**src/rtl/card_board_if.sv**
```systemverilog
// Verdict handshake between the card board and the path-algorithm module.
// The board raises chk_req with the two candidate indices and waits for a one-cycle chk_ack.
interface card_board_if #(
    parameter int IDX_W = 4
);
    logic             chk_req;
    logic [IDX_W-1:0] chk_a;
    logic [IDX_W-1:0] chk_b;
    logic             chk_ack;
    logic             chk_ok;

    modport master (
        output chk_req,
        output chk_a,
        output chk_b,
        input  chk_ack,
        input  chk_ok
    );

    modport slave (
        input  chk_req,
        input  chk_a,
        input  chk_b,
        output chk_ack,
        output chk_ok
    );
endinterface

```
**src/rtl/card_board.sv**
```systemverilog
// ROWS x COLS memory-card board: cursor, blink phase, two-card selection FSM,
// verdict request to the path-algorithm module and masks for the display.
module card_board #(
    parameter int ROWS     = 4,
    parameter int COLS     = 4,
    parameter int IDX_W    = 4,
    parameter int BLINK_W  = 24,
    parameter int SHOW_CYC = 50000000
) (
    input  logic                 clk,
    input  logic                 rst,
    input  logic                 up,
    input  logic                 down,
    input  logic                 left,
    input  logic                 right,
    input  logic                 s,
    card_board_if.master         chk,
    output logic [IDX_W-1:0]     cursor,
    output logic [ROWS*COLS-1:0] sel_mask,
    output logic [ROWS*COLS-1:0] hidden_mask,
    output logic                 blink,
    output logic [IDX_W-1:0]     pairs_left,
    output logic                 done
);
    localparam int N      = ROWS * COLS;
    localparam int ROW_W  = (ROWS > 1) ? $clog2(ROWS) : 1;
    localparam int COL_W  = (COLS > 1) ? $clog2(COLS) : 1;
    localparam int HOLD_W = (SHOW_CYC > 1) ? $clog2(SHOW_CYC) : 1;
    localparam logic [N-1:0] BIT0 = {{(N-1){1'b0}}, 1'b1};

    typedef enum logic [1:0] {IDLE, ONE, CHECK, SHOW} state_t;

    state_t             state_reg, state_next;
    logic [ROW_W-1:0]   row_reg, row_next;
    logic [COL_W-1:0]   col_reg, col_next;
    logic [IDX_W-1:0]   cursor_reg, cursor_next;
    logic [BLINK_W-1:0] blink_cnt_reg;
    logic               blink_reg;
    logic [N-1:0]       sel_reg, sel_next;
    logic [N-1:0]       hidden_reg, hidden_next;
    logic [IDX_W-1:0]   chk_a_reg, chk_a_next;
    logic [IDX_W-1:0]   chk_b_reg, chk_b_next;
    logic               chk_req_reg, chk_req_next;
    logic [IDX_W-1:0]   pairs_reg, pairs_next;
    logic               done_reg, done_next;
    logic [HOLD_W-1:0]  hold_reg, hold_next;

    logic [N-1:0] cur_bit, a_bit, b_bit;
    logic         cur_hidden;

    // Cursor kept as row/col so wrap-around never crosses rows.
    always_comb begin
        row_next = row_reg;
        col_next = col_reg;
        if (up) begin
            row_next = (row_reg == '0) ? ROW_W'(ROWS - 1) : row_reg - ROW_W'(1);
        end else if (down) begin
            row_next = (row_reg == ROW_W'(ROWS - 1)) ? '0 : row_reg + ROW_W'(1);
        end else if (left) begin
            col_next = (col_reg == '0) ? COL_W'(COLS - 1) : col_reg - COL_W'(1);
        end else if (right) begin
            col_next = (col_reg == COL_W'(COLS - 1)) ? '0 : col_reg + COL_W'(1);
        end
        cursor_next = IDX_W'(row_next) * IDX_W'(COLS) + IDX_W'(col_next);
    end

    always_ff @(posedge clk or posedge rst) begin
        if (rst) begin
            row_reg    <= '0;
            col_reg    <= '0;
            cursor_reg <= '0;
        end else begin
            row_reg    <= row_next;
            col_reg    <= col_next;
            cursor_reg <= cursor_next;
        end
    end

    // Free-running divider; the phase flips each time it wraps.
    always_ff @(posedge clk or posedge rst) begin
        if (rst) begin
            blink_cnt_reg <= '0;
            blink_reg     <= 1'b0;
        end else begin
            blink_cnt_reg <= blink_cnt_reg + BLINK_W'(1);
            if (&blink_cnt_reg) begin
                blink_reg <= ~blink_reg;
            end
        end
    end

    // Selection acts on the registered (pre-move) cursor.
    assign cur_bit    = BIT0 << cursor_reg;
    assign a_bit      = BIT0 << chk_a_reg;
    assign b_bit      = BIT0 << chk_b_reg;
    assign cur_hidden = (hidden_reg & cur_bit) != '0;

    always_comb begin
        state_next   = state_reg;
        sel_next     = sel_reg;
        hidden_next  = hidden_reg;
        chk_a_next   = chk_a_reg;
        chk_b_next   = chk_b_reg;
        chk_req_next = chk_req_reg;
        pairs_next   = pairs_reg;
        done_next    = done_reg;
        hold_next    = hold_reg;
        case (state_reg)
            IDLE: begin
                if (s && !done_reg && !cur_hidden) begin
                    sel_next   = sel_reg | cur_bit;
                    chk_a_next = cursor_reg;
                    state_next = ONE;
                end
            end
            ONE: begin
                if (s) begin
                    if (cursor_reg == chk_a_reg) begin
                        sel_next   = sel_reg & ~cur_bit;
                        state_next = IDLE;
                    end else if (!cur_hidden) begin
                        sel_next     = sel_reg | cur_bit;
                        chk_b_next   = cursor_reg;
                        chk_req_next = 1'b1;
                        state_next   = CHECK;
                    end
                end
            end
            CHECK: begin
                if (chk.chk_ack) begin
                    chk_req_next = 1'b0;
                    if (chk.chk_ok) begin
                        sel_next    = sel_reg & ~(a_bit | b_bit);
                        hidden_next = hidden_reg | a_bit | b_bit;
                        pairs_next  = pairs_reg - IDX_W'(1);
                        if (pairs_reg == IDX_W'(1)) begin
                            done_next = 1'b1;
                        end
                        state_next  = IDLE;
                    end else begin
                        hold_next  = HOLD_W'(SHOW_CYC - 1);
                        state_next = SHOW;
                    end
                end
            end
            SHOW: begin
                // Counts SHOW_CYC-1 down to zero, so the pair stays up SHOW_CYC cycles after the verdict.
                if (hold_reg == '0) begin
                    sel_next   = sel_reg & ~(a_bit | b_bit);
                    state_next = IDLE;
                end else begin
                    hold_next = hold_reg - HOLD_W'(1);
                end
            end
            default: begin
                state_next = IDLE;
            end
        endcase
    end

    always_ff @(posedge clk or posedge rst) begin
        if (rst) begin
            state_reg   <= IDLE;
            sel_reg     <= '0;
            hidden_reg  <= '0;
            chk_a_reg   <= '0;
            chk_b_reg   <= '0;
            chk_req_reg <= 1'b0;
            pairs_reg   <= IDX_W'(N / 2);
            done_reg    <= 1'b0;
            hold_reg    <= '0;
        end else begin
            state_reg   <= state_next;
            sel_reg     <= sel_next;
            hidden_reg  <= hidden_next;
            chk_a_reg   <= chk_a_next;
            chk_b_reg   <= chk_b_next;
            chk_req_reg <= chk_req_next;
            pairs_reg   <= pairs_next;
            done_reg    <= done_next;
            hold_reg    <= hold_next;
        end
    end

    assign cursor      = cursor_reg;
    assign sel_mask    = sel_reg;
    assign hidden_mask = hidden_reg;
    assign blink       = blink_reg;
    assign pairs_left  = pairs_reg;
    assign done        = done_reg;
    assign chk.chk_req = chk_req_reg;
    assign chk.chk_a   = chk_a_reg;
    assign chk.chk_b   = chk_b_reg;
endmodule

```
**src/flat_wrapper.sv**
```systemverilog
// flat-port wrapper written by rule: the top's interface ports become plain ports
module card_board_flat 
#(
    parameter int ROWS     = 4,
    parameter int COLS     = 4,
    parameter int IDX_W    = 4,
    parameter int BLINK_W  = 24,
    parameter int SHOW_CYC = 50000000
)
  (clk, rst, up, down, left, right, s, cursor, sel_mask, hidden_mask, blink, pairs_left, done, chk_chk_req, chk_chk_a, chk_chk_b, chk_chk_ack, chk_chk_ok);
  card_board_if #(.IDX_W(IDX_W)) chk_i ();
  input  logic clk;
  input  logic rst;
  input  logic up;
  input  logic down;
  input  logic left;
  input  logic right;
  input  logic s;
  output logic [IDX_W-1:0] cursor;
  output logic [ROWS*COLS-1:0] sel_mask;
  output logic [ROWS*COLS-1:0] hidden_mask;
  output logic blink;
  output logic [IDX_W-1:0] pairs_left;
  output logic done;
  output wire logic [$bits(chk_i.chk_req)-1:0] chk_chk_req;
  output wire logic [$bits(chk_i.chk_a)-1:0] chk_chk_a;
  output wire logic [$bits(chk_i.chk_b)-1:0] chk_chk_b;
  input wire logic [$bits(chk_i.chk_ack)-1:0] chk_chk_ack;
  input wire logic [$bits(chk_i.chk_ok)-1:0] chk_chk_ok;
  assign chk_chk_req = chk_i.chk_req;
  assign chk_chk_a = chk_i.chk_a;
  assign chk_chk_b = chk_i.chk_b;
  assign chk_i.chk_ack = chk_chk_ack;
  assign chk_i.chk_ok = chk_chk_ok;
  card_board #(.ROWS(ROWS), .COLS(COLS), .IDX_W(IDX_W), .BLINK_W(BLINK_W), .SHOW_CYC(SHOW_CYC)) u_core (.clk(clk), .rst(rst), .up(up), .down(down), .left(left), .right(right), .s(s), .chk(chk_i), .cursor(cursor), .sel_mask(sel_mask), .hidden_mask(hidden_mask), .blink(blink), .pairs_left(pairs_left), .done(done));
endmodule
```
**config.mk**
```make
export PLATFORM = sky130hd
export DESIGN_NAME = card_board_flat
export DESIGN_NICKNAME = d
export VERILOG_FILES = /design/src/rtl/card_board_if.sv /design/src/rtl/card_board.sv /design/src/flat_wrapper.sv
export SDC_FILE = /design/constraint.sdc
export NUM_CORES = 1
export LEC_CHECK = 0
export ABC_AREA = 1
export CORE_MARGIN = 4
export CORE_UTILIZATION = 50
export CTS_CLUSTER_DIAMETER = 150
export DETAILED_ROUTE_END_ITERATION = 16
export GPL_TIMING_DRIVEN = 0
export PLACE_DENSITY = 0.74
export REMOVE_ABC_BUFFERS = 1
export SLEW_MARGIN = 20
export SYNTH_ARGS = -nofsm -noshare
export SYNTH_HDL_FRONTEND = slang
export SYNTH_SLANG_ARGS = --single-unit
```
**constraint.sdc**
```tcl
create_clock -name clk -period 3.78 [get_ports clk]
set_clock_uncertainty 0.2 [all_clocks]
set_input_delay 0.756 -clock clk [delete_from_list [all_inputs] [get_ports clk]]
set_output_delay 0.756 -clock clk [all_outputs]
set_load 0.005 [all_outputs]
```
==> summary by stage, run 1 <==
Power and ir drop
The analysis attributes to net switching a power of about 0.0024 W. The total power density per cell area is 755.4 mW/mm2. The internal power is about 0.0029 W. The peak supply drop is 0.4084 mV. The fraction of power consumed by sequential logic is 36.3%. The part of the total power dissipated in the clock network is 17.5%. Total power for the finished layout comes to 0.005267 W. Of the total power, the share spent switching nets is 45.85%. The share of total power dissipated in combinational logic is 46.2%. The analysis attributes to cell leakage a power of approximately 3.2 nW.

GRT
Entering global routing, the biggest net connects 54 pins. The overall global routing resource usage is around 23%. Global routing finished with a remaining overflow of 0. The number of antenna violations at the first check in global routing was 0. The first global-routing pass estimated approximately 26000 um of wire.

The number of global-route vias before repair is around 5400.

Worst setup path
The critical path required time is about 3.8 ns. Data arrives at the worst endpoint at 3.39 ns. The element type at the critical path start is a register.

The critical path is of the reg2reg type. Counting buffers and inverters, the worst setup path is 11 cells deep. For this design, the slowest cell found on the critical path is sky130_fd_sc_hd__dfrtp_1. The critical path's top delay family is simple AND/OR/NAND/NOR gates. Counting stages on the worst path, the most repeated cell is sky130_fd_sc_hd__nand2_1. The delay of the slowest critical-path stage is ~0.90 ns. Traced cell by cell, the critical path runs through inv_2 > nand4_1 > nand2_1 > nor2_1 > nand2_1 > nor2_4 > nand2_2 > a21oi_4 > nand2_4 > nand2_1 > nand2_1.

Together, buffers and inverters on the worst path number 1. Along the worst path, the maximum fanout reaches 21. STA classifies the critical path endpoint as a register. The number of cells on the worst reg-to-reg path is 11.

Yosys
A synthesized cell averages 7.880 um2. The area share of and/or/nand/nor cells after synthesis is between 20 and 30%. Yosys mapped a number of flops with a built-in enable equal to 0.

The synthesized-area fraction occupied by ao, oa, aoi and oai cells is 10.90%. Synthesis instantiated 45 different standard cells from the library. Sorting the synthesized cells by area gives the leading types as sky130_fd_sc_hd__dfrtp_1 42%, sky130_fd_sc_hd__nand2_1 9.8%, sky130_fd_sc_hd__nand3_1 8.3%, sky130_fd_sc_hd__xor2_1 5.5%, sky130_fd_sc_hd__inv_1 4.7%. The post-synthesis instance area is a little over 0.006 mm2.

The main combinational cell family by area after synthesis is simple AND/OR/NAND/NOR gates. For this run, asynchronously set or reset flops after synthesis account for 100.0%. Of the synthesized area, sequential elements account for 42.56%. sky130_fd_sc_hd__dfrtp_1 takes more of the synthesized area than any other cell.

The share of the synthesized netlist area taken by xor and xnor gates is 6.649%. The synthesized design devotes to its leading area cell type 42.12% of total area. The cell count after synthesis came out at around 770. After synthesis, the share of cell area in mux cells is 0%. The number of flip-flops and latches in the synthesized netlist is 103.

The commonest cells after synthesis are 158 x sky130_fd_sc_hd__nand2_1, 102 x sky130_fd_sc_hd__dfrtp_1, 101 x sky130_fd_sc_hd__nand3_1. The flip-flop cell with the highest count after synthesis is sky130_fd_sc_hd__dfrtp_1. Yosys printed 0 warnings.

The library cell with the highest instance count after synthesis is sky130_fd_sc_hd__nand2_1. The share of synthesized cell area in full adder, half adder and majority cells is under 10%.

Hold path
The hold path depth is 1. The tightest min-delay check is of the reg2reg type.

Floorplanning
Measured along the x axis, the die boundary spans 118.1 um. The number of top-level design ports is 60. The height of the chip is approximately 120 um. The die area is 0.01394 mm2. Once the floorplan was initialized, standard cells occupied 51.96% of the core.

The floorplan has 39 rows. The area of the core is about 0.012 mm2.

Clock network
Clock tree synthesis found a total of 103 sinks. The number of instances resized during post-cts repair is 0. The TritonCTS clock tree is done.

The clock tree buffer depth is 2. Hold repair after CTS inserted 0 buffers. For the worst-skew pair, the clock arrives at the later sink with an insertion delay of 0.35 ns.

The clock-pin transition on the worst setup and hold timing paths is 0.08 ns. The number of buffers inserted to repair setup after CTS is 0. CTS built an H-tree with a depth of 3. CTS placed an instance of sky130_fd_sc_hd__clkbuf_16 at the clock tree root. The number of buffers created by CTS is 9.

Status
The flow ran to the end, and the final reports show no timing, DRC or antenna violations.

Finish
The combined area of the multi-input logic cells is 0.002984 mm2. Registers take 0.002579 mm2. The count of antenna diodes in the layout is 0.

The core occupancy in the finished layout is between 50% and 60%. The final layout contains 827 nets. The area growth from synthesis to layout is 15.05%. The register with the most flip-flops in the layout has 26 of them. The fraction of final layout cells sized beyond drive strength 1 is under 10%. The count of filler cells inserted in the layout is 1054.

STA
The worst hold slack after final layout is 0.2751 ns. The relative slew slack is 37.10%. The fraction of the cycle the final worst path needs is 88.32%. Setup violations remaining at the end of the flow were counted as 0. The transition time at the pin with the least slew margin is 0.9435 ns. After layout, the worst setup slack is 0.4416 ns. The maximum operating frequency is 299.5 MHz. Setup total negative slack on the finished layout was measured at 0 ns. The clock period minus worst slack is approximately 3.3 ns. Setup repair after global routing left no endpoint under its margin. The number of hold-slack violations in the final timing report came to 0. The total count of max-transition violations in the final report is 0.

Routing
The total wire length is 15490 um. In the routed layout, each cell is associated on average with a via count of 5.774. In this run, the number of DRC markers left after iteration 0 of detailed routing was 618.

The post-detailed-route wirelength per cell is 16.19 um. The count of nets left with antenna violations once routing finished came out at 0. The number of design rule violations left after detail routing is 0. The number of optimization iterations in the first detailed-route pass is 6. The overall via count from detail_route is approximately 5500.

Place
The post-place setup slack is between 0.5 and 0.6 ns. The count of buffers added on input and output ports is between 50 and 60. The congestion estimate from routability-driven global placement came to between 0.9 and 1. The total half-perimeter wirelength after legalization and detailed placement is 10890 um.

Job
Across the run, the number of max-cap violations was 0.
## per-layer routing
metal | vias to the layer above | track usage [%] | wire (um)
li1 | 2621 | - | -
met1 | 2654 | 31.95 | 6929
met2 | 231 | 36.58 | 7265
met3 | 20 | 4.085 | 1077
met4 | 0 | 6.081 | 221
met5 | - | 0 | 0
## power groups by stage
stage	registers [W]	clock network [W]	logic, W
2_1_floorplan	0.00180	0	0.00149
3_3_place_gp	0.00190	0	0.00232
3_5_place_dp	0.00191	0	0.00241
4_1_cts	0.00190	0.000944	0.00243
5_1_grt	0.00196	0.000987	0.00272
6_report	0.00191	0.000924	0.00243
## placed cells by master (no fill, tap or decap), types with 5 or more instances in the layout
cell type / instances
sky130_fd_sc_hd__a21oi_1: 8
sky130_fd_sc_hd__clkdlybuf4s50_1: 59
sky130_fd_sc_hd__xor2_1: 38
sky130_fd_sc_hd__o21bai_1: 16
sky130_fd_sc_hd__nor3_1: 6
sky130_fd_sc_hd__nand4_1: 34
sky130_fd_sc_hd__nand2_2: 5
sky130_fd_sc_hd__dfrtp_1: 102
sky130_fd_sc_hd__nor2_1: 69
sky130_fd_sc_hd__inv_1: 75
sky130_fd_sc_hd__ha_1: 9
sky130_fd_sc_hd__xnor2_1: 8
sky130_fd_sc_hd__o21ai_0: 41
sky130_fd_sc_hd__o211ai_1: 16
sky130_fd_sc_hd__clkbuf_16: 9
sky130_fd_sc_hd__nand2_1: 158
sky130_fd_sc_hd__nand3_1: 101
sky130_fd_sc_hd__inv_2: 8
sky130_fd_sc_hd__nor2_2: 6
## stage by stage
stage	cell area, um2	instances
global placement	6645	940
detailed placement	6680	941
finish	6972	957
floorplan	5876	738
global route	6972	957
CTS	6972	957
## final cells by class
cell class	count	share of cell area [%]
Sequential cell	103	36.99
Multi-Input combinational cell	551	42.80
Tap cell	143	2.566
Clock buffer	9	3.230
Inverter	84	4.594
Timing Repair Buffer	60	8.866
Clock inverter	7	0.9512
## path summary, 6_finish.rpt
check                                             startpoint                                 to  slack (ns)
min                        u_core.blink_cnt_reg[7]$_DFF_PP0_  u_core.blink_cnt_reg[7]$_DFF_PP0_        0.28
min reg2reg                u_core.blink_cnt_reg[7]$_DFF_PP0_  u_core.blink_cnt_reg[7]$_DFF_PP0_        0.28
max in group asynchronous                                rst   u_core.pairs_left[3]$_DFFE_PP1P_        2.10
max                             u_core.cursor[3]$_DFFE_PP0P_     u_core.sel_mask[7]$_DFFE_PP0P_        0.44
min in group asynchronous                                rst    u_core.hold_reg[23]$_DFFE_PP0P_        0.61
max reg2reg                     u_core.cursor[3]$_DFFE_PP0P_     u_core.sel_mask[7]$_DFFE_PP0P_        0.44
## cell families after synthesis
logic type,Yosys count
adders and majority gates,9
AOI/OAI and AO/OA,103
xor gates and xnor gates,46
DFF,103
buffers and inverters,115
and+or+nand+nor,393
(Power assumes the default switching activity.)
==> run 2, diff against run 1 <==
--- a/config.mk
+++ b/config.mk
@@ -9,6 +9,7 @@
 export CORE_MARGIN = 4
 export CORE_UTILIZATION = 50
 export CTS_CLUSTER_DIAMETER = 150
+export CTS_CLUSTER_SIZE = 8
 export DETAILED_ROUTE_END_ITERATION = 16
 export GPL_TIMING_DRIVEN = 0
 export PLACE_DENSITY = 0.74
==> constraint.sdc (replaced) <==
create_clock -name clk -period 3.78 [get_ports clk]
set_clock_uncertainty 0.2 [all_clocks]
set_input_delay 1.134 -clock clk [delete_from_list [all_inputs] [get_ports clk]]
set_output_delay 1.134 -clock clk [all_outputs]
set_load 0.005 [all_outputs]
==> results of run 2 <==
The final DEF is identical to that of run 1. Status: finished, final reports clean.
Among the figures that moved: setup slack after placement 0.5384 ns -> 0.3227 ns
